### config.mk
export PLATFORM = sky130hd
export DESIGN_NAME = ring_tap_monitor
export DESIGN_NICKNAME = d
export VERILOG_FILES = /design/src/rtl/ring_tap_monitor.sv
export SDC_FILE = /design/constraint.sdc
export NUM_CORES = 1
export LEC_CHECK = 0
export ABC_AREA = 1
export CAP_MARGIN = 20
export CORE_MARGIN = 2
export CORE_UTILIZATION = 40
export DETAILED_ROUTE_END_ITERATION = 8
export GPL_ROUTABILITY_DRIVEN = 0
export PLACE_DENSITY = 0.63
export REMOVE_ABC_BUFFERS = 1
export SLEW_MARGIN = 10
export SYNTH_ARGS = -nofsm -noshare
export SYNTH_HDL_FRONTEND = slang
export SYNTH_SLANG_ARGS = --single-unit
### constraint.sdc
create_clock -name clk -period 1.65 [get_ports clk]
set_input_delay 0.165 -clock clk [delete_from_list [all_inputs] [get_ports clk]]
set_output_delay 0.165 -clock clk [all_outputs]
set_load 0.05 [all_outputs]
### src/rtl/ring_tap_monitor.sv
// ring_tap_monitor: synchronous observer for a free-running ring oscillator node.
// Synchronises the asynchronous tap, counts rising edges over a programmable
// window of clock cycles, and flags a ring that has stopped toggling.
module ring_tap_monitor #(
  parameter int SYNC_STAGES  = 2,
  parameter int CNT_W        = 16,
  parameter int WIN_W        = 16,
  parameter int STALL_CYCLES = 64
) (
  input  logic             clk,
  input  logic             rst_n,
  input  logic             ring_tap,
  input  logic             start,
  input  logic [WIN_W-1:0] window,
  output logic             busy,
  output logic [CNT_W-1:0] count,
  output logic             count_valid,
  output logic             overflow,
  output logic             stalled
);

  localparam int SW = $clog2(STALL_CYCLES + 1);
  localparam logic [SW-1:0]    STALL_MAX = SW'(STALL_CYCLES);
  localparam logic [CNT_W-1:0] CNT_MAX   = '1;

  typedef enum logic [1:0] {IDLE, COUNT, DONE} state_t;

  state_t                 state;
  logic [SYNC_STAGES-1:0] sync;
  logic                   tap_s;
  logic                   prev;
  logic                   rise;
  logic                   any_edge;
  logic [SW-1:0]          scnt;
  logic [WIN_W-1:0]       rem;
  logic [CNT_W-1:0]       ecnt;
  logic                   ovf_acc;

  assign tap_s    = sync[SYNC_STAGES-1];
  assign rise     = tap_s & ~prev;
  assign any_edge = tap_s ^ prev;

  // Tap synchroniser chain plus one-cycle delayed copy for edge detection.
  always_ff @(posedge clk or negedge rst_n) begin
    if (!rst_n) begin
      sync <= '0;
      prev <= 1'b0;
    end else begin
      sync <= {sync[SYNC_STAGES-2:0], ring_tap};
      prev <= tap_s;
    end
  end

  // Stall detector: cycles since last tap transition, saturating; free-running.
  always_ff @(posedge clk or negedge rst_n) begin
    if (!rst_n) begin
      scnt    <= '0;
      stalled <= 1'b0;
    end else begin
      if (any_edge)
        scnt <= '0;
      else if (scnt != STALL_MAX)
        scnt <= scnt + 1'b1;
      stalled <= (scnt == STALL_MAX);
    end
  end

  // Measurement FSM; busy and result outputs are registered off the state.
  always_ff @(posedge clk or negedge rst_n) begin
    if (!rst_n) begin
      state       <= IDLE;
      rem         <= '0;
      ecnt        <= '0;
      ovf_acc     <= 1'b0;
      busy        <= 1'b0;
      count       <= '0;
      count_valid <= 1'b0;
      overflow    <= 1'b0;
    end else begin
      busy        <= (state != IDLE);
      count_valid <= 1'b0;
      case (state)
        IDLE: begin
          if (start) begin
            rem     <= window;
            ecnt    <= '0;
            ovf_acc <= 1'b0;
            state   <= (window == '0) ? DONE : COUNT;
          end
        end
        COUNT: begin
          // Saturate rather than wrap; remember that it happened.
          if (rise) begin
            if (ecnt == CNT_MAX)
              ovf_acc <= 1'b1;
            else
              ecnt <= ecnt + 1'b1;
          end
          rem <= rem - 1'b1;
          if (rem == WIN_W'(1))
            state <= DONE;
        end
        DONE: begin
          count       <= ecnt;
          overflow    <= ovf_acc;
          count_valid <= 1'b1;
          state       <= IDLE;
        end
        default: state <= IDLE;
      endcase
    end
  end

endmodule

==> results_dict.tcl, run 1 <==
set metrics [dict create \
    outcome "completed" \
    clk_path_buf_depth 2 \
    crit_slowest_cell "dfrtp_1" \
    p_per_area_nw_per_um2 1425 \
    postSynthCellCount 480 \
    grt_start_max_net_pins 66 \
    grt_pass1_vias 2948 \
    clock_latency_ns 0.35 \
    worst_pin_slew_ns 0.4957 \
    register_area_um2 1627 \
    hold_viol 0 \
    initial_utilization 0.4099 \
    cts_buffers 9 \
    cp_num_buf_inv 1 \
    die_area_um2 9663 \
    cts_tree "built" \
    drt_wl_total_um 8075 \
    final_nets 563 \
    path_max_fanout 13 \
    io_pins 40 \
    finalPower_mw 6.228 \
    utilization 0.5036 \
    grt_overflow 0 \
    io_buffers 39 \
    layout-drive-gt1-share 0.1479 \
    cp-endpoint "ecnt[15]$_DFFE_PN0P_" \
    end_kind "flip-flop" \
    reg2reg_to "ecnt[15]$_DFFE_PN0P_" \
    use_met1 0.2295 \
    root_buffer "clkbuf_8" \
    max_slew_margin 0.6690 \
    yosysSeqAreaShare 0.4573 \
    rows 34 \
    area_growth_pct 22.86 \
    drt_first_iter_violations 102 \
    clk_pin_slew_ns 0.07 \
    h-tree-depth 3 \
    skew_ns 0.008353 \
    hpwlAfterDp_um 5549 \
    syn_area_per_cell_um2 7.411 \
    worstPathRequired_ns 1.88 \
    vias 3163 \
    ir_drop_mv 0.6318 \
    use_met3 0.03006 \
    grtUsageMet2 0.2768 \
    cp.depth 8 \
    crit_family "simple AND/OR/NAND/NOR gates" \
    reg2reg_depth 8 \
    cpPeakStageDelay_ns 0.38 \
    crit_path_start_kind "flip-flop" \
    yosys_warnings 0 \
    synth_cell_types 30 \
    wl_per_cell_um 12.44 \
    ant_nets 0 \
    fin_cells 649 \
    fin_crit_sh 0.9275 \
    rsz0062_at_grt "true" \
    grt_usage 0.1725 \
    max_freq_mhz 653.4 \
    startpoint "ecnt[0]$_DFFE_PN0P_" \
    setup_viol_count_final 0 \
    tns_ns 0 \
    avgViaCountPerCell 4.874 \
    crit_chain "ha_2, nand3_2, inv_2, nand2_2, nor2_4, nand3_4, nand2_8, o21ai_0" \
    coreArea_um2 8678 \
    worst_slack_ns 0.1196 \
    r2r_slack_ns 0.12 \
    die_h_um 98.30 \
    fillCellCount 857 \
    grt_pass1_wl_um 13500 \
    syn_area_um2 3557 \
    rr_startpoint "ecnt[0]$_DFFE_PN0P_" \
    drc 0 \
    cts_sinks 65 \
    crit_type "reg2reg" \
    multi_input_area_um2 1702 \
    busiest_layer "met2" \
    die_w_um 98.30 \
    place_inst 630 \
    antenna_cells 0 \
    fin_crit_ns 1.530 \
    antenna_found_initial 0 \
    post-place-ws_ns 0.01299 \
    p_leak_nw 2.112 \
    cap_viol_max_count 0 \
    hold_path_class "in2reg" \
    ys_ff_latch 65 \
    dr.pass1.iters 4 \
    critPathArrivalTime_ns 1.76 \
    final_max_slew_viol_count 0 \
]
==> layout by cell type (no fill, tap or decap), drive strengths merged <==
cell             n
nor3             4
xor2             5
o22ai            1
a211oi           1
nand4            7
o21ai           61
nor2            54
nand2          143
clkbuf          12
dfrtp           65
a21boi           1
dlymetal6s2s     1
inv             59
bufinv           1
or2              3
and3             1
buf             37
dlygate4sd3      1
o211ai           3
clkinv           2
a21oi            8
clkdlybuf4s50   18
nor4             1
ha               6
nand3           46
==> power breakdown <==
group | total (mW) | switching [mW] | internal (mW)
clock network | 1.39 | 0.620 | 0.768
logic | 2.60 | 1.73 | 0.868
registers | 2.24 | 0.297 | 1.95
total | 6.23 | 2.65 | 3.58
==> metrics by stage <==
| stage | area (µm²) | hold slack [ns] |
|---|---|---|
| global route | 4370 | 0.2587 |
| global placement | 4086 | 0.2098 |
| floorplan | 3488 | -0.1306 |
| detailed placement | 4086 | 0.2132 |
| finish | 4370 | 0.2503 |
| CTS | 4292 | 0.2408 |
==> worst min path at each step <==
stage	startpoint	to	slack (ns)	cells past startpoint
after floorplan	rst_n	busy$_DFF_PN0_	-0.13	0
after global placement	rst_n	count[2]$_DFFE_PN0P_	0.21	2
after detailed placement	rst_n	count[2]$_DFFE_PN0P_	0.21	2
after CTS	ring_tap	sync[0]$_DFF_PN0_	0.24	1
after global routing	ring_tap	sync[0]$_DFF_PN0_	0.26	1
final	ring_tap	sync[0]$_DFF_PN0_	0.25	1
==> sequential cells by signal, indices dropped and copies added (netlist names), 2 cells and up <==
signal,cells
count,16
ecnt,16
rem,16
scnt,7
state,2
sync,2
==> synth_stat cells, drive strengths merged <==
cell type	count	area, µm²
nand2	142	548.0
dfrtp	65	1627
o21ai	61	327.8
inv	59	221.5
nor2	54	215.2
nand3	46	240.2
a21oi	8	40.04
buf	7	50.05
nand4	7	43.79
ha	6	75.07
clkbuf	5	18.77
xor2	5	43.79
nor3	4	31.28
o211ai	3	22.52
or2	3	18.77
a211oi	1	7.510
a21boi	1	7.510
and3	1	6.260
nor4	1	6.260
o22ai	1	6.260
==> repair_timing <==
action	CTS	global route
hold buffers	1	0
buffers inserted	0	2
resized for setup	0	13
endpoints found under the hold margin	65	0
setup endpoints to repair	0	23
==> layout make-up <==
type | instances | area share
clock buffers | 12 | 0.03550
inverters | 59 | 0.05067
well taps | 108 | 0.03092
flip-flops and latches | 65 | 0.3722
multi-input cells | 345 | 0.3893
repair buffers | 57 | 0.1122
clock inverters | 3 | 0.009161
==> per-layer routing <==
| metal | part of all wire | up-vias |
|---|---|---|
| met5 | 0 | - |
| met2 | 0.47 | 62 |
| met4 | 0.022 | 0 |
| li1 | - | 1647 |
| met3 | 0.038 | 18 |
| met1 | 0.47 | 1436 |
==> kinds of logic (layout without fill, tap and decap cells) <==
family                   after synthesis  in the layout  synth area share
AND/OR/NAND/NOR                      258            259            0.3120
AO/OA/AOI/OAI                         75             75            0.1157
buffers and inverters                 71            131           0.08160
flip-flops                            65             65            0.4573
adder cells (fa/ha/maj)                6              6           0.02110
XOR/XNOR                               5              5           0.01231
Note: power is estimated with default switching activity, not from simulation.
==> run 2, diff against run 1 <==
REMOVE_ABC_BUFFERS = default   (was 1)
==> run 2 against run 1 <==
Against the previous run: setup slack got worse by 0.078 ns; count of clock-buffer cells in the layout decreased by 3; via count up 3.7%; critical path depth up 1; sequential share of layout area shrank 0.38 points; hold slack improved by 0.032 ns; critical path type unchanged.
==> results_dict.tcl, run 2 (synthesis results as in run 1) <==
set metrics [dict create \
    outcome "completed" \
    fin_area_um2 4415 \
    final_nets 567 \
    worst_pin_slew_ns 0.7180 \
    drc 0 \
    place_inst 636 \
    final_max_slew_viol_count 0 \
    grt_start_max_net_pins 66 \
    coreArea_um2 8678 \
    grt_pass1_vias 3135 \
    hold_slack_ns 0.2822 \
    ant_nets 0 \
    antenna_cells 0 \
    drt_first_iter_violations 124 \
    vias 3279 \
    critPathArrivalTime_ns 1.88 \
    hpwlAfterDp_um 5939 \
    clock_latency_ns 0.34 \
    die_area_um2 9663 \
    worst_slack_ns 0.04113 \
    drt_wl_total_um 8373 \
    hold_path_class "in2reg" \
    end_kind "flip-flop" \
    fin_crit_sh 0.9751 \
    placed_area_um2 4129 \
    cap_viol_max_count 0 \
    path_max_fanout 13 \
    root_buffer "clkbuf_8" \
    dr.pass1.iters 5 \
    p_per_area_nw_per_um2 1437 \
    area_growth_pct 24.13 \
    antenna_found_initial 0 \
    rsz0062_at_grt "true" \
    reg_top3 "count (16), ecnt (16), rem (16)" \
    io_pins 40 \
    cts_tree "built" \
    wl_per_cell_um 12.80 \
    finalPower_mw 6.343 \
    die_h_um 98.30 \
    fin_crit_ns 1.609 \
    max_freq_mhz 621.6 \
    io_buffers 39 \
    skew_ns 0.008883 \
    grt_pass1_wl_um 14150 \
    setup_viol_count_final 0 \
    die_w_um 98.30 \
    mostFrequentLayoutCells "136 x nand2_1, 65 x dfrtp_1, 56 x inv_1" \
    p_leak_nw 2.135 \
    crit_type "reg2reg" \
    ir_drop_mv 0.7055 \
    initial_utilization 0.4099 \
    grt_overflow 0 \
    final_common_cell "nand2_1" \
    cts_sinks 65 \
    post_cts_buffers 0 \
    max_slew_margin 0.5208 \
    synthesis.nets 506 \
    post-place-ws_ns 0.01384 \
    avgViaCountPerCell 5.014 \
    layout-drive-gt1-share 0.1575 \
    clk_pin_slew_ns 0.07 \
    hold_viol 0 \
    h-tree-depth 3 \
    rows 34 \
    clk_path_buf_depth 2 \
    grt_usage 0.1798 \
    fillCellCount 865 \
    crit_path_start_kind "flip-flop" \
    worstPathRequired_ns 1.92 \
    cts_buffers 9 \
    fin_cells 654 \
]
run 2: cell types whose count changed in the layout (fill, tap and decap cells not counted), moves of 2 or more:
cell	before	now
clkinv_4	0	2
clkbuf_8	11	9
buf_4	35	40
o21ai_0	53	55
run 2: critical path, cell delays in order (launching register included):
cell and delay (ns):
dfrtp_1 0.36, ha_1 0.20, nand3_2 0.12, inv_2 0.09, nand2_2 0.09, nor2_4 0.16, nand3_4 0.14, nand2_4 0.22
nand2_1 0.10, o21ai_2 0.06
run 2: cell type report:
class	instances	area [µm²]	share of cell area
Clock inverter	7	95.09	0.02154
Tap cell	108	135.1	0.03060
Inverter	59	221.5	0.05016
Multi-Input combinational cell	345	1698	0.3845
Sequential cell	65	1627	0.3684
Clock buffer	9	123.9	0.02805
Timing Repair Buffer	61	515.5	0.1167
run 2: per-stage QoR:
stage	TNS (ns)	util
6_report	0	0.5088
5_1_grt	-0.1718	0.5088
4_1_cts	0	0.5022
3_5_place_dp	0	0.4758
3_3_place_gp	0	0.4758
2_1_floorplan	0	-
run 2: final timing paths:
path                                               to           startpoint  cells past startpoint  slack, ns
worst min-delay path                sync[0]$_DFF_PN0_             ring_tap                      1       0.28
min in group asynchronous       count[14]$_DFFE_PN0P_                rst_n                      3       0.35
max in group asynchronous         scnt[0]$_DFFE_PN0P_                rst_n                      3       0.99
worst max register to register    ecnt[6]$_DFFE_PN0P_  ecnt[1]$_DFFE_PN0P_                      9       0.04
worst max-delay path              ecnt[6]$_DFFE_PN0P_  ecnt[1]$_DFFE_PN0P_                      9       0.04
worst min register to register      sync[1]$_DFF_PN0_    sync[0]$_DFF_PN0_                      0       0.35
run 2: routing by layer:
layer	track usage	vias to the layer above	wire length, µm	part of all wire
met2	0.3035	84	4111	0.49
met4	0.05058	0	167	0.020
met3	0.04653	15	370	0.044
met1	0.2288	1519	3723	0.44
li1	-	1661	-	-
met5	0	-	0	0
run 2: where the power goes:
part / leakage [nW] / switching, mW / total, mW / internal (mW)
Clock: 0.109 / 0.655 / 1.50 / 0.850
Combinational: 1.18 / 1.74 / 2.61 / 0.873
Sequential: 0.851 / 0.283 / 2.23 / 1.94
Total: 2.14 / 2.68 / 6.34 / 3.67
run 2: timing repair:
action,4_1_cts,5_1_grt
hold endpoints to repair,65,0
hold buffers,1,0
resized for setup,0,9
endpoints found under the setup margin,0,19
==> run 3, diff against run 2 <==
CORE_MARGIN = default   (was 2)
==> run 3 against run 2 <==
Against the previous run: power decreased by 0.34%; hold slack got worse by 0.031 ns; highest routed layer unchanged; largest power group unchanged; via count is 2.3% lower; sequential cell count unchanged; setup slack better by 0.046 ns; global-route usage is 2.4 points higher; clock skew is 0.0011 ns lower; register-to-register slack better by 0.05 ns; non-clock buffer count fell by 1; first-iteration DRC count is 13% lower; sequential power about the same; critical path depth is 2 higher.
==> results_dict.tcl, run 3 (synthesis results as in run 1) <==
set metrics [dict create \
    clk_pin_slew_ns 0.07 \
    critPathArrivalTime_ns 1.81 \
    grt_pass1_wl_um 14170 \
    grt_start_max_net_pins 66 \
    grt_usage 0.2038 \
    cts_tree "built" \
    wl_per_cell_um 12.90 \
    hold_path_class "in2reg" \
    synthesis.nets 506 \
    final_nets 566 \
    vias 3202 \
    crit_type "reg2reg" \
    hpwlAfterDp_um 5926 \
    initial_utilization 0.4099 \
    dr.pass1.iters 4 \
    skew_ns 0.007815 \
    h-tree-depth 3 \
    end_kind "flip-flop" \
    reg_top3 "count (16), ecnt (16), rem (16)" \
    drt_first_iter_violations 108 \
    rows 34 \
    grt_overflow 0 \
    fin_crit_ns 1.563 \
    max_freq_mhz 639.7 \
    fin_cells 653 \
    cts_sinks 65 \
    p_leak_nw 2.124 \
    max_slew_margin 0.5015 \
    layout-drive-gt1-share 0.1596 \
    holdPathStages 1 \
    grt_pass1_vias 3121 \
    reg2reg_depth 11 \
    antenna_found_initial 0 \
    clock_latency_ns 0.35 \
    mostFrequentLayoutCells "136 x nand2_1, 65 x dfrtp_1, 56 x inv_1" \
    worst_pin_slew_ns 0.7469 \
    root_buffer "clkbuf_8" \
    post-place-ws_ns -0.002661 \
    cap_viol_max_count 0 \
    io_pins 40 \
    antenna_cells 0 \
    avgViaCountPerCell 4.904 \
    coreArea_um2 8678 \
    area_growth_pct 24.16 \
    die_area_um2 9274 \
    finalPower_mw 6.322 \
    die_w_um 96.30 \
    fin_crit_sh 0.9474 \
    io_buffers 39 \
    cts_buffers 9 \
    drt_wl_total_um 8423 \
    final_max_slew_viol_count 0 \
    die_h_um 96.30 \
    clk_path_buf_depth 2 \
    final_common_cell "nand2_1" \
    path_max_fanout 4 \
    crit_path_start_kind "flip-flop" \
    worstPathRequired_ns 1.89 \
    worst_slack_ns 0.08676 \
    ant_nets 0 \
    placed_area_um2 4114 \
    hold_viol 0 \
    fin_area_um2 4417 \
    setup_viol_count_final 0 \
    p_per_area_nw_per_um2 1431 \
    drc 0 \
    outcome "completed" \
    place_inst 634 \
    fillCellCount 876 \
    ir_drop_mv 0.6667 \
]
-- run 3: worst max-delay path: stages, from the launching register on --
cell and delay (ns):
dfrtp_1 0.39, ha_2 0.23, nand3_4 0.09, inv_2 0.08
nand2_2 0.08, nor2_4 0.13, buf_4 0.14, nand2_1 0.04
nand2_1 0.06, nand2_1 0.10, nand2_1 0.08, nand2_1 0.04
-- run 3: cell type report --
| class | count | area, µm² | share of cell area |
|---|---|---|---|
| repair buffers | 60 | 511.7 | 0.1159 |
| flip-flops and latches | 65 | 1627 | 0.3683 |
| well taps | 108 | 135.1 | 0.03059 |
| inverters | 59 | 221.5 | 0.05014 |
| clock inverters | 6 | 65.06 | 0.01473 |
| multi-input cells | 345 | 1719 | 0.3892 |
| clock buffers | 10 | 137.6 | 0.03116 |
-- run 3: worst paths after layout --
check,from,endpoint,slack (ns)
min in group asynchronous,rst_n,count[14]$_DFFE_PN0P_,0.36
max reg2reg,ecnt[0]$_DFFE_PN0P_,ecnt[7]$_DFFE_PN0P_,0.09
max,ecnt[0]$_DFFE_PN0P_,ecnt[7]$_DFFE_PN0P_,0.09
max in group asynchronous,rst_n,rem[8]$_DFFE_PN0P_,1.01
min reg2reg,sync[0]$_DFF_PN0_,sync[1]$_DFF_PN0_,0.37
min,ring_tap,sync[0]$_DFF_PN0_,0.25
-- run 3: per-layer routing --
layer  vias up  track usage  wire, µm
met5         -            0         0
met4         0      0.05515        86
met3         9      0.06398       265
met2        57       0.3570      4141
met1      1485       0.2401      3930
li1       1651            -         -
-- run 3: metrics by stage --
step                utilization  hold slack [ns]  setup TNS [ns]
CTS                      0.4993           0.2400               0
finish                   0.5089           0.2515               0
floorplan                     -          -0.1306               0
global route             0.5089           0.2361        -0.02545
global placement         0.4740           0.2135               0
detailed placement       0.4740           0.2158       -0.002690
-- run 3: timing repair --
item                                    in CTS  in global routing
hold endpoints to repair                    65                  0
hold buffers                                 1                  0
pin swaps                                    0                  2
gates cloned                                 0                  1
resized for setup                            1                 15
setup buffers                                0                  1
endpoints found under the setup margin       2                 23
-- run 3: power by group --
part | internal [mW] | total (mW) | switching [mW]
Clock | 0.744 | 1.42 | 0.674
Sequential | 1.94 | 2.25 | 0.301
Combinational | 0.889 | 2.66 | 1.77
Total | 3.58 | 6.32 | 2.74
